===== src/rtl/f512x8_drain_ctrl.sv =====
// rtl/f512x8_drain_ctrl.sv - pop-side drain controller for the 512x8 usb2serial FIFO
module f512x8_drain_ctrl #(
    parameter int BURST_LEN  = 16,
    parameter int GAP_CYCLES = 4,
    parameter int CNT_WIDTH  = 16
) (
    input  logic                 Clk,
    input  logic                 Rst_n,
    input  logic                 Enable,
    input  logic                 Flush_Req,
    input  logic [3:0]           Pop_Flag,
    input  logic [7:0]           Fifo_Dout,
    output logic                 Fifo_Pop,
    output logic                 Fifo_Pop_Flush,
    output logic [7:0]           Tx_Data,
    output logic                 Tx_Valid,
    input  logic                 Tx_Ready,
    output logic [CNT_WIDTH-1:0] Byte_Count,
    output logic                 Busy
);

    // Burst counter runs 0..BURST_LEN-1 and clears on the last byte of a burst;
    // gap counter runs 0..GAP_CYCLES-1 while in GAP.
    localparam int BW = (BURST_LEN > 1) ? $clog2(BURST_LEN) : 1;
    localparam int GW = (GAP_CYCLES > 1) ? $clog2(GAP_CYCLES) : 1;
    localparam logic [BW-1:0] BURST_LAST = BW'(BURST_LEN - 1);
    localparam logic [GW-1:0] GAP_LAST   = GW'(GAP_CYCLES - 1);

    typedef enum logic [2:0] {
        S_IDLE,
        S_POP,
        S_CAPT,
        S_HOLD,
        S_GAP,
        S_FLUSH
    } state_t;

    state_t                 state;
    state_t                 state_nxt;
    logic [7:0]             tx_data;
    logic                   tx_valid;
    logic [CNT_WIDTH-1:0]   byte_count;
    logic [BW-1:0]          burst_cnt;
    logic [GW-1:0]          gap_cnt;
    logic                   pend_flush;
    logic                   handshake;
    logic                   burst_done;

    // State register
    always_ff @(posedge Clk or negedge Rst_n) begin
        if (!Rst_n) begin
            state <= S_IDLE;
        end else begin
            state <= state_nxt;
        end
    end

    // Next-state decode; Pop_Flag is only looked at in IDLE, which is always
    // at least two cycles after the previous pop, covering the FIFO flag lag.
    always_comb begin
        state_nxt  = state;
        handshake  = (state == S_HOLD) && tx_valid && Tx_Ready;
        burst_done = handshake && (burst_cnt == BURST_LAST);
        case (state)
            S_IDLE: begin
                if (Flush_Req) begin
                    state_nxt = S_FLUSH;
                end else if (Enable && (Pop_Flag != 4'h0)) begin
                    state_nxt = S_POP;
                end
            end
            S_POP: begin
                state_nxt = S_CAPT;
            end
            S_CAPT: begin
                if (pend_flush || Flush_Req) begin
                    state_nxt = S_FLUSH;
                end else begin
                    state_nxt = S_HOLD;
                end
            end
            S_HOLD: begin
                if (Flush_Req) begin
                    state_nxt = S_FLUSH;
                end else if (handshake) begin
                    if (burst_done && (GAP_CYCLES > 0)) begin
                        state_nxt = S_GAP;
                    end else begin
                        state_nxt = S_IDLE;
                    end
                end
            end
            S_GAP: begin
                if (Flush_Req) begin
                    state_nxt = S_FLUSH;
                end else if (gap_cnt == GAP_LAST) begin
                    state_nxt = S_IDLE;
                end
            end
            S_FLUSH: begin
                state_nxt = S_IDLE;
            end
            default: begin
                state_nxt = S_IDLE;
            end
        endcase
    end

    // Datapath: output byte register, counters and the deferred-flush flag
    always_ff @(posedge Clk or negedge Rst_n) begin
        if (!Rst_n) begin
            tx_data    <= 8'h00;
            tx_valid   <= 1'b0;
            byte_count <= '0;
            burst_cnt  <= '0;
            gap_cnt    <= '0;
            pend_flush <= 1'b0;
        end else begin
            case (state)
                S_POP: begin
                    if (Flush_Req) begin
                        pend_flush <= 1'b1;
                    end
                end
                S_CAPT: begin
                    if (!(pend_flush || Flush_Req)) begin
                        tx_data  <= Fifo_Dout;
                        tx_valid <= 1'b1;
                    end
                end
                S_HOLD: begin
                    if (handshake) begin
                        tx_valid   <= 1'b0;
                        byte_count <= byte_count + 1'b1;
                        burst_cnt  <= burst_done ? '0 : burst_cnt + 1'b1;
                    end else if (Flush_Req) begin
                        tx_valid <= 1'b0;
                    end
                end
                S_GAP: begin
                    gap_cnt <= (state_nxt == S_GAP) ? gap_cnt + 1'b1 : '0;
                end
                S_FLUSH: begin
                    burst_cnt  <= '0;
                    pend_flush <= 1'b0;
                end
                default: begin
                end
            endcase
        end
    end

    assign Fifo_Pop       = (state == S_POP);
    assign Fifo_Pop_Flush = (state == S_FLUSH);
    assign Tx_Data        = tx_data;
    assign Tx_Valid       = tx_valid;
    assign Byte_Count     = byte_count;
    assign Busy           = (state != S_IDLE);

endmodule


===== config.mk =====
export PLATFORM = sky130hd
export DESIGN_NAME = f512x8_drain_ctrl
export DESIGN_NICKNAME = d
export VERILOG_FILES = /design/src/rtl/f512x8_drain_ctrl.sv
export SDC_FILE = /design/constraint.sdc
export NUM_CORES = 1
export LEC_CHECK = 0
export ABC_CLOCK_PERIOD_IN_PS = 1550
export BUFFER_PORTS_ARGS = -buffer_cell sky130_fd_sc_hd__buf_4
export CAP_MARGIN = 10
export CORE_UTILIZATION = 47
export CTS_CLUSTER_SIZE = 14
export DETAILED_ROUTE_END_ITERATION = 10
export GPL_ROUTABILITY_DRIVEN = 0
export PLACE_DENSITY_LB_ADDON = 0.08
export SYNTH_ARGS = -nofsm -noshare
export SYNTH_HDL_FRONTEND = slang
export SYNTH_SLANG_ARGS = --single-unit

===== constraint.sdc =====
create_clock -name Clk -period 1.55 [get_ports Clk]
set_input_delay 0.155 -clock Clk [delete_from_list [all_inputs] [get_ports Clk]]
set_output_delay 0.155 -clock Clk [all_outputs]
set_load 0.02 [all_outputs]

Yosys cells after proc, flatten, opt, wreduce, memory -nomap -nowiden --
Index checks and enable logic that the tools add are counted.
Storage, ports and cells: register bits after elaboration 35, latch bits 0, RAM bits 0, memory bits (read-only) 0, bits of input ports 17, output and inout bits 28, logic and storage cells 58, memories kept 0
Cells by class: $add $sub $neg 3, $mul 0, divide/modulo/power cells 0, magnitude comparators 0, equality and inequality tests 12, shifts and indexed selects 0, muxes and demuxes 19, bitwise gates (word level) 1, reductions and logical operators 16
Operators with widths (number):
- 3-bit 2-to-1 mux | 8
- 16-bit by 1-bit adder with 16-bit output (second input constant) | 1
- 3-bit one-hot mux with 5 select lines | 1
- 3-bit equality test (second input constant) | 3
- 4-bit 2-to-1 mux | 2
- 4-bit one-hot mux with 2 select lines | 1
- 2-bit AND reduction | 4
- 3-bit by 2-bit equality test with 1-bit output (second input constant) | 2
- 2-bit inequality test (second input constant) | 3
- 2-bit nonzero test | 3
- 4-bit by 1-bit adder with 4-bit output (second input constant) | 1
- 4-bit equality test (second input constant) | 1
- 1-bit logical AND | 4
- 1-bit 2-to-1 mux | 4
- 1-bit one-hot mux with 2 select lines | 2
- 4-bit nonzero test | 1
- 3-bit by 1-bit equality test with 1-bit output (second input constant) | 1
- 3-bit zero test | 1
- 3-bit inequality test (second input constant) | 1
- 3-bit AND reduction | 1
- 3-bit nonzero test | 1
- 2-bit by 1-bit adder with 2-bit output (second input constant) | 1
- 2-bit equality test (second input constant) | 1
- 2-bit 2-to-1 mux | 1
- 2 further kinds | 2

Longest topological paths before layout --
Gate-level depths: netlist (run 1).
word-level depth 10, mapped depth 6, mapped depth without buffers 5

Least setup slack after synthesis (run 1) --
OpenSTA, ideal clock, no wires.
path kind reg2reg, start point register state[0], end point register tx_data[0], in the netlist Tx_Data[0], library setup time 125 ps, arrival 1478 ps, data required time 1425 ps, setup slack -53 ps, cell stages (with the launch flop) 4, buffers on the path 0, period minus slack after synthesis 1603 ps, cells stage by stage dfrtp_1 > or4_4 > nor2_8 > mux2_4
On the way: word-level cells in the longest chain between the ends 2
RTL lines:
- start, declared | line 38 | state_t state;
- start signal, assigned | line 54 | state <= state_nxt;
- 3-bit by 2-bit equality test with 1-bit output | line 119 | case (state)
- 2-bit AND reduction (no source line)
- end signal, assigned | line 127 | tx_data <= Fifo_Dout;
- end, declared | line 40 | logic [7:0] tx_data;
Every way passes these cells. A chain may end at the register's enable or synchronous reset.

Worst setup path in the final report (run 1) --
start point register state[1], end point register tx_data[2], in the netlist Tx_Data[2]
Same word-level chain as after synthesis.

==> results.json, run 1 <==
{
  "area_used_by_multi_input_combinational_logic_sq_um": 837.1,
  "crit-reg2reg-capture": "Tx_Data[2]",
  "xor_xnor_share_of_the_synthesized_area": 0.08199,
  "powerDensity_nw_per_um2": 1482,
  "min_hold_slack_ns": 0.04592,
  "ff2ff_path_depth": 4,
  "clk_root_buffer_cell": "clkbuf_4",
  "reg2reg_slack_ns": -0.04,
  "tritoncts_clock_tree": "yes",
  "sequentialPowerShare": 0.370,
  "timing.critical_path.fanout_max": 4,
  "clock_insertion_delay_worst_skew_ns": 0.33,
  "finalPower_w": 0.003509,
  "post_cts_clock_slew_at_the_launch_and_capture_registers_of_the_worst_setup_and_hold_paths_ns": 0.10,
  "yosys_register_bits": 35,
  "hold_path.startpoint": "Fifo_Dout[2]",
  "fp.dieArea_sq_um": 3882,
  "antennaDiodeCount": 0,
  "top_level_ports": 45,
  "chipWidth_um": 62.31,
  "dr_total_vias": 1339,
  "post_synth_and_or_nand_nor_area_fraction": 0.1933,
  "numPlacedInstances": 240,
  "n_fill_cell": 256,
  "period_needed_ns": 1.592,
  "period_utilization": 1.027,
  "worst_ep_arrival_time_ns": 1.82,
  "timing.final.ws_setup_ns": -0.04177,
  "final_common_cell": "buf_4",
  "report.final.slew_viol_count": 0,
  "io_buffers": 44,
  "setup_violations": 9,
  "grt.overflow.total": 0,
  "synth_enable_flop_cells": 0,
  "max_cap_viol_count": 0,
  "syn2layout_area_growth_pct": 38.51,
  "synth-compound-area-share": 0.08346,
  "power.switching_w": 0.001243,
  "tritoncts.num_buffers": 5,
  "grt_antenna_before_repair": 0,
  "worst_path_cell_trace": "inv_2, or4_4, nor2_4, mux2_4",
  "synthMuxAreaShare": 0.07028,
  "final_cells": 259,
  "hold_depth": 2,
  "rows": 21,
  "final_nets": 232,
  "grt_max_degree": 36,
  "syn-mean-instance-area_sq_um": 11.87,
  "hold_viol": 0,
  "detailedRoute.firstIterationViolations": 56,
  "starting_density_of_the_core": 0.5004,
  "post_synth_fa_ha_maj_area_fraction": 0.02196,
  "detailed_place_hpwl_um": 2319,
  "critical_path.slowest_cell": "or4_4",
  "critPathMaxStageDelay_ns": 0.57,
  "drcViolationCount": 0,
  "postSynthCellCount": 144,
  "failed_checks": "setup timing",
  "yosys_warnings": 0,
  "grt_setup_unrepaired": "true",
  "fmax_mhz": 628.2,
  "viasPerCell": 5.170,
  "run_status": "finished with violations",
  "grt_pass1_wl_um": 6044,
  "p_int_w": 0.002267,
  "antenna_left": 0,
  "placeableCoreArea_sq_um": 3416,
  "power.combinational.fraction": 0.472,
  "chipHeight_um": 62.31,
  "wl_per_cell_um": 13.50,
  "share_of_post_route_cells_with_drive_strength_above_1": 0.4554,
  "synth_fp_nets": 164,
  "p_sw_frac": 0.3541,
  "routed_wirelength_um": 3496,
  "timing.hold.worst.class": "in2reg",
  "cts-root-to-sink-buffers": 2,
  "groute.usage.overall": 0.1987,
  "tritoncts_num_sinks": 35,
  "criticalPathCategory": "reg2reg",
  "clock_power_share": 0.159,
  "timing.slew.headroom": 0.7012,
  "rr_startpoint": "state[1]",
  "sequential_cell_area_sq_um": 875.8,
  "synth_flop_cell": "dfrtp_1",
  "top_library_cells_by_usage_in_the_layout_fill_and_taps_aside": "buf_4 (59), dfrtp_1 (35), nand2_1 (15)",
  "cts-htree-levels": 2,
  "worst-endpoint-required_ns": 1.78,
  "endpoint_kind": "register",
  "first_pass_iters": 4,
  "first_global_vias": 1330,
  "synth.distinct_cells": 40,
  "synthesis.area_sq_um": 1709,
  "yosysSeqAreaShare": 0.5124,
  "p_leak_nw": 1.184,
  "peakVddDrop_uv": 700.4,
  "fraction_of_registers_with_async_set_or_reset_after_synthesis": 1.000,
  "startpoint_type": "register",
  "synth_top_family_by_area": "simple AND/OR/NAND/NOR gates",
  "worstHoldEndpoint": "Tx_Data[2]",
  "worst-slew-pin-transition_ns": 0.4483,
  "finalClockSkew_ns": 0.003235
}
## layer usage
metal  GRT usage  share of wire  wire, um
met2      0.3118           0.47      1644
met3     0.06801          0.069       241
met5           0              0         0
met1      0.2585           0.45      1564
met4     0.06395          0.013        46
## what timing repair did
item,4_1_cts,5_1_grt
gates cloned,1,0
pin swaps,2,2
setup endpoints to repair,11,17
hold buffers,1,0
endpoints found under the hold margin,35,0
resized for setup,7,10
setup buffers,7,2
## cell usage after synthesis, drive strengths merged, types with 4 or more instances
library cell / count / area, sq um
buf: 5 / 43.79
dfrtp: 35 / 875.8
inv: 5 / 18.76
mux2: 8 / 120.1
nand2: 16 / 60.06
nand3: 4 / 20.02
nand4: 4 / 25.02
nor2: 9 / 50.05
nor2b: 4 / 25.02
xnor2: 12 / 105.1
xor2: 4 / 35.03
## registers in the layout (all words and copies together) (netlist names)
| signal | count |
|---|---|
| Byte_Count | 16 |
| Tx_Data | 8 |
| gap_cnt | 2 |
| state | 3 |
| pend_flush | 1 |
| Tx_Valid | 1 |
| burst_cnt | 4 |
## logic make-up (layout without fill, tap and decap cells)
| kind of cell | count (synthesis) | in the layout |
|---|---|---|
| flops | 35 | 35 |
| xor+xnor | 16 | 16 |
| mux | 8 | 8 |
| simple gates | 55 | 56 |
| fa+ha+maj | 3 | 3 |
| compound gates | 17 | 17 |
| buf+inv | 10 | 78 |
## power by group through the flow
stage | combinational, W | sequential [W] | clock, W
global route | 0.00178 | 0.00133 | 0.000607
floorplan | 0.000685 | 0.00147 | 0
global placement | 0.00132 | 0.00131 | 0
finish | 0.00165 | 0.00130 | 0.000557
CTS | 0.00153 | 0.00131 | 0.000580
detailed placement | 0.00134 | 0.00132 | 0
## cell type report
class	instances	area share
Multi-Input combinational cell	100	0.3536
Timing Repair Buffer	65	0.2151
Inverter	5	0.007928
Clock buffer	8	0.02907
Sequential cell	35	0.3700
Tap cell	46	0.02431
## critical path: cells and delay by family, from the launching register on
kind                   cells  cell delay (ns)
buffers and inverters      1             0.05
DFF                        1             0.37
muxes                      1             0.31
and+or+nand+nor            2             0.75
## how the worst max path moves through the flow
stage / end / from
6_report: Tx_Data[2] / state[1]
5_1_grt: Tx_Data[4] / state[1]
4_1_cts: Tx_Data[5] / state[1]
3_5_place_dp: Tx_Data[6] / state[1]
3_3_place_gp: Tx_Data[2] / state[1]
2_1_floorplan: Tx_Data[0] / state[1]
## metrics by stage
stage	TNS [ns]	area (sq um)	setup slack, ns	util
finish	-0.2715	2367	-0.04177	0.6930
global route	-0.7689	2367	-0.08744	0.6930
CTS	-0.3237	2300	-0.04413	0.6733
detailed placement	-0.6860	2136	-0.08700	0.6253
global placement	-0.4073	2136	-0.05118	0.6253
floorplan	-0.3469	1709	-0.04336	-
No activity file was read; power rests on OpenSTA's default activity.
==> run 2: changes to the inputs <==
--- a/config.mk
+++ b/config.mk
@@ -13,6 +13,7 @@
 export DETAILED_ROUTE_END_ITERATION = 10
 export GPL_ROUTABILITY_DRIVEN = 0
 export PLACE_DENSITY_LB_ADDON = 0.08
+export REMOVE_ABC_BUFFERS = 1
 export SYNTH_ARGS = -nofsm -noshare
 export SYNTH_HDL_FRONTEND = slang
 export SYNTH_SLANG_ARGS = --single-unit
==> run 2 against run 1 <==
Compared with the run above:
- the flow still finishes with violations (setup timing)
- sequential power about the same
- clock power decreased by 11%
- core utilization hardly changed
- critical endpoint is now Tx_Data[7]
- largest cell class unchanged
==> results.json, run 2 (same netlist as run 1, synthesis figures left out) <==
{
  "hold_path.startpoint": "Fifo_Dout[1]",
  "run_status": "finished with violations",
  "grt_pass1_wl_um": 6161,
  "timing.hold.worst.class": "in2reg",
  "starting_density_of_the_core": 0.5004,
  "peakVddDrop_uv": 684.3,
  "tritoncts.num_buffers": 5,
  "first_pass_iters": 4,
  "p_leak_nw": 1.187,
  "worstHoldEndpoint": "Tx_Data[1]",
  "critPathMaxStageDelay_ns": 0.57,
  "worst-slew-pin-transition_ns": 0.4466,
  "failed_checks": "setup timing",
  "largest_register_ffs": 16,
  "groute.usage.overall": 0.2075,
  "grt_max_degree": 36,
  "post_cts_clock_slew_at_the_launch_and_capture_registers_of_the_worst_setup_and_hold_paths_ns": 0.10,
  "hold_viol": 0,
  "grt_setup_unrepaired": "true",
  "timing.critical_path.max_delay_family": "simple AND/OR/NAND/NOR gates",
  "io_buffers": 44,
  "chipWidth_um": 62.31,
  "clk_root_buffer_cell": "clkbuf_4",
  "final_cells": 261,
  "grt_antenna_before_repair": 0,
  "cts-root-to-sink-buffers": 2,
  "criticalPathCategory": "reg2reg",
  "timing.final.ws_setup_ns": -0.04426,
  "reg2reg_slack_ns": -0.04,
  "finalClockSkew_ns": 0.01136,
  "dr_total_vias": 1365,
  "routed_wirelength_um": 3692,
  "worst-endpoint-required_ns": 1.78,
  "fmax_mhz": 627.3,
  "cts-htree-levels": 2,
  "syn2layout_area_growth_pct": 38.58,
  "max_cap_viol_count": 0,
  "crit-reg2reg-capture": "Tx_Data[7]",
  "critical_path.slowest_cell": "or4_4",
  "startpoint_type": "register",
  "period_utilization": 1.029,
  "numPlacedInstances": 240,
  "final_common_cell": "buf_4",
  "ff2ff_path_depth": 4,
  "dp_worst_setup_slack_ns": -0.07740,
  "rr_startpoint": "state[1]",
  "placeableCoreArea_sq_um": 3416,
  "tritoncts_num_sinks": 35,
  "global_route_met1_utilization": 0.2548,
  "global_route.peak_usage_layer": "met2",
  "worst_ep_arrival_time_ns": 1.82,
  "critical_path.startpoint": "state[1]",
  "top_level_ports": 45,
  "clock_insertion_delay_worst_skew_ns": 0.34,
  "tritoncts_clock_tree": "yes",
  "detailed_place_hpwl_um": 2607,
  "period_needed_ns": 1.594,
  "timing.slew.headroom": 0.6984,
  "report.final.slew_viol_count": 0,
  "rows": 21,
  "grt_util_met2": 0.3338,
  "critical_path.n_buffers_inverters": 1,
  "antenna_left": 0,
  "endpoint_kind": "register",
  "timing.critical_path.fanout_max": 4,
  "chipHeight_um": 62.31,
  "antennaDiodeCount": 0,
  "viasPerCell": 5.230,
  "top_library_cells_by_usage_in_the_layout_fill_and_taps_aside": "buf_4 (64), dfrtp_1 (35), nand2_1 (15)",
  "drcViolationCount": 0,
  "worst_path_cell_trace": "inv_2, or4_4, nor2_4, mux2_4",
  "setup_violations": 9,
  "final_nets": 235,
  "first_global_vias": 1286,
  "powerDensity_nw_per_um2": 1445,
  "hold_depth": 2,
  "detailedRoute.firstIterationViolations": 50,
  "grt.overflow.total": 0,
  "routing_usage_on_met3": 0.07537,
  "wl_per_cell_um": 14.15,
  "fp.dieArea_sq_um": 3882,
  "share_of_post_route_cells_with_drive_strength_above_1": 0.4605
}
run 2: cell types whose count changed in the layout (fill, tap and decap cells not counted):
cell | previous run | this run
buf_4 | 59 | 64
buf_6 | 5 | 3
clkbuf_1 | 1 | 0
clkbuf_8 | 2 | 1
clkinv_2 | 0 | 1
nand2b_1 | 1 | 2
nand2b_4 | 1 | 0
nor2_2 | 0 | 1
nor2_4 | 2 | 1
o21ai_0 | 3 | 2
o21ai_1 | 0 | 1
o41ai_2 | 1 | 0
o41ai_4 | 0 | 1
run 2: worst register-to-register path: cells and delay by family, from the launching register on:
| family | cells | cell delay (ns) |
|---|---|---|
| AND/OR/NAND/NOR | 2 | 0.75 |
| flip-flops | 1 | 0.37 |
| multiplexers | 1 | 0.31 |
| buffers and inverters | 1 | 0.05 |
run 2: layout make-up:
cell class	count	area (sq um)
clock buffers	6	51.30
clock inverters	1	5.005
fillers	255	1047
inverters	5	18.77
multi-input cells	100	835.8
flip-flops and latches	35	875.8
well taps	46	57.56
repair buffers	68	524.3
run 2: stage by stage:
step                setup TNS, ns  instance area [sq um]  total power [W]  hold slack (ns)    util
finish                    -0.3428                   2369         0.003423          0.04095  0.6934
global route              -0.9787                   2369         0.003621          0.01885  0.6934
CTS                       -0.3731                   2282         0.003352          0.03365  0.6681
detailed placement        -0.6216                   2136         0.002676           0.1278  0.6253
global placement          -0.2647                   2136         0.002634           0.1261  0.6253
floorplan                  -1.532                   1665         0.002102          -0.1406       -
run 2: worst max path at each step:
stage	to	slack, ns	cells after the start
final	Tx_Data[7]	-0.04	4
after global routing	Tx_Data[0]	-0.10	4
after CTS	Tx_Data[2]	-0.06	4
after detailed placement	Tx_Data[2]	-0.08	3
after global placement	Tx_Data[3]	-0.03	3
after floorplan	Tx_Data[0]	-0.19	4
run 2: timing repair:
item,4_1_cts,5_1_grt
hold endpoints to repair,35,0
setup buffers,6,6
pin swaps,5,4
gates cloned,1,0
setup endpoints to repair,12,16
hold buffers,1,0
gates resized for setup,8,7
run 2: per-layer routing:
| metal | up-vias | part of all wire |
|---|---|---|
| li1 | 651 | - |
| met1 | 669 | 0.43 |
| met2 | 40 | 0.49 |
| met3 | 5 | 0.069 |
| met4 | 0 | 0.017 |
| met5 | - | 0 |
run 2: where the power goes:
group          leakage [nW]  internal [W]  switching (W)  total, W
clock network        0.0341      0.000210       0.000287  0.000497
registers             0.458       0.00113       0.000182   0.00132
logic                 0.694      0.000842       0.000768   0.00161
total                  1.19       0.00219        0.00124   0.00342
==> run 3: changes to the inputs <==
==> constraint.sdc (replaced) <==
create_clock -name Clk -period 1.55 [get_ports Clk]
set_input_delay 0.155 -clock Clk [delete_from_list [all_inputs] [get_ports Clk]]
set_output_delay 0.155 -clock Clk [all_outputs]
set_load 0.005 [all_outputs]
==> run 3 against run 2 <==
Compared with the run above:
- the flow still finishes with violations (setup timing)
- clock skew fell by 0.00098 ns
- die area did not move
- critical path depth did not move
- clock-buffer cell count did not move
- cell count rose by 0.77%
- design area rose by 0.26%
- sequential cell count did not move
- core utilization rose by 0.18 points
- setup slack got worse by 0.0028 ns
- sequential share of layout area fell by 0.097 points
- critical path type unchanged
- highest routed layer unchanged
==> results.json, run 3 (same netlist as run 1, synthesis figures left out) <==
{
  "min_hold_slack_ns": 0.04201,
  "placeableCoreArea_sq_um": 3416,
  "detailed_place_hpwl_um": 2607,
  "grt_antenna_before_repair": 0,
  "crit-reg2reg-capture": "Tx_Data[7]",
  "dr_total_vias": 1357,
  "fmax_mhz": 626.1,
  "criticalPathCategory": "reg2reg",
  "report.final.slew_viol_count": 0,
  "worst_ep_arrival_time_ns": 1.83,
  "final_common_cell": "buf_4",
  "antenna_left": 0,
  "worstHoldEndpoint": "Tx_Data[5]",
  "sequential_cell_area_sq_um": 875.8,
  "finalPower_w": 0.003209,
  "powerDensity_nw_per_um2": 1351,
  "clk_root_buffer_cell": "clkbuf_4",
  "drcViolationCount": 0,
  "chipHeight_um": 62.31,
  "failed_checks": "setup timing",
  "chipWidth_um": 62.31,
  "viasPerCell": 5.160,
  "endpoint_kind": "register",
  "run_status": "finished with violations",
  "largest_register_ffs": 16,
  "dp_worst_setup_slack_ns": -0.07740,
  "top_library_cells_by_usage_in_the_layout_fill_and_taps_aside": "buf_4 (66), dfrtp_1 (35), nand2_1 (15)",
  "grt_pass1_wl_um": 6237,
  "hold_path.startpoint": "Fifo_Dout[5]",
  "setup_violations": 8,
  "worst_path_cell_trace": "inv_2, or4_4, nor2_4, mux2_4",
  "tritoncts_num_sinks": 35,
  "finalClockSkew_ns": 0.01038,
  "postLayoutCoreUtil": 0.6952,
  "peakVddDrop_uv": 672.3,
  "post_cts_clock_slew_at_the_launch_and_capture_registers_of_the_worst_setup_and_hold_paths_ns": 0.09,
  "grt_max_degree": 36,
  "share_of_post_route_cells_with_drive_strength_above_1": 0.4608,
  "timing.critical_path.fanout_max": 4,
  "clock_insertion_delay_worst_skew_ns": 0.34,
  "timing.slew.headroom": 0.6868,
  "n_fill_cell": 257,
  "groute.usage.overall": 0.2092,
  "grt_setup_unrepaired": "true",
  "detailedRoute.firstIterationViolations": 34,
  "top_level_ports": 45,
  "critPathMaxStageDelay_ns": 0.57,
  "first_global_vias": 1295,
  "fp.dieArea_sq_um": 3882,
  "wl_per_cell_um": 14.26,
  "final_nets": 237,
  "period_needed_ns": 1.597,
  "grt.overflow.total": 0,
  "worst-slew-pin-transition_ns": 0.4638,
  "rows": 21,
  "timing.final.ws_setup_ns": -0.04710,
  "ff2ff_path_depth": 4,
  "rr_startpoint": "state[1]",
  "worst-endpoint-required_ns": 1.78,
  "max_cap_viol_count": 0,
  "startpoint_type": "register",
  "hold_depth": 2,
  "timing.hold.worst.class": "in2reg",
  "tritoncts.num_buffers": 5,
  "area_used_by_multi_input_combinational_logic_sq_um": 833.3,
  "routed_wirelength_um": 3751,
  "io_buffers": 44,
  "syn2layout_area_growth_pct": 38.95,
  "first_pass_iters": 5,
  "starting_density_of_the_core": 0.5004,
  "reg2reg_slack_ns": -0.05,
  "period_utilization": 1.030,
  "antennaDiodeCount": 0,
  "tritoncts_clock_tree": "yes",
  "p_leak_nw": 1.197,
  "critical_path.slowest_cell": "or4_4",
  "cts-htree-levels": 2,
  "cts-root-to-sink-buffers": 2,
  "hold_viol": 0
}
## run 3: cell types whose count changed in the layout (fill, tap and decap cells not counted), sizes merged
cell and delta:
buf +2
## run 3: metal layers
| metal | wire length, um | GRT usage |
|---|---|---|
| met3 | 233 | 0.07537 |
| met1 | 1573 | 0.2551 |
| met4 | 61 | 0.07849 |
| met5 | 0 | 0 |
| met2 | 1883 | 0.3393 |
## run 3: final cells by class
class / instances / area share
Inverter: 5 / 0.007903
Tap cell: 46 / 0.02424
Clock buffer: 6 / 0.02160
Clock inverter: 1 / 0.002107
Sequential cell: 35 / 0.3688
Timing Repair Buffer: 70 / 0.2244
Multi-Input combinational cell: 100 / 0.3509
## run 3: worst max-delay path: cells and delay by family, from the launching register on
kind / cells / cell delay (ns)
buffers and inverters: 1 / 0.05
flip-flops: 1 / 0.37
AND/OR/NAND/NOR: 2 / 0.75
multiplexers: 1 / 0.31
## run 3: report_power, final
part           internal [W]  leakage [nW]  switching, W  total (W)
clock              0.000210        0.0341      0.000285   0.000495
combinational      0.000830         0.704      0.000563    0.00139
sequential          0.00113         0.458      0.000186    0.00132
## run 3: worst max-delay path by stage
stage | from | end | depth (start not counted)
3_3_place_gp | state[0] | Tx_Data[3] | 3
3_5_place_dp | state[0] | Tx_Data[2] | 3
5_1_grt | state[1] | Tx_Data[0] | 4
4_1_cts | state[1] | Tx_Data[2] | 4
2_1_floorplan | state[1] | Tx_Data[0] | 4
6_report | state[1] | Tx_Data[7] | 4
## run 3: stage by stage
step	cells	TNS (ns)	instance area [sq um]
finish	263	-0.3571	2375
global route	263	-0.8751	2375
CTS	253	-0.3878	2268
detailed placement	240	-0.6216	2136
global placement	240	-0.2647	2136
floorplan	139	-1.532	1665
## run 3: repair_timing
action,4_1_cts,5_1_grt
hold buffers,1,0
gates resized for setup,7,6
setup buffers,4,9
hold endpoints to repair,35,0
pin swaps,3,5
gates cloned,1,1
setup endpoints to repair,12,17
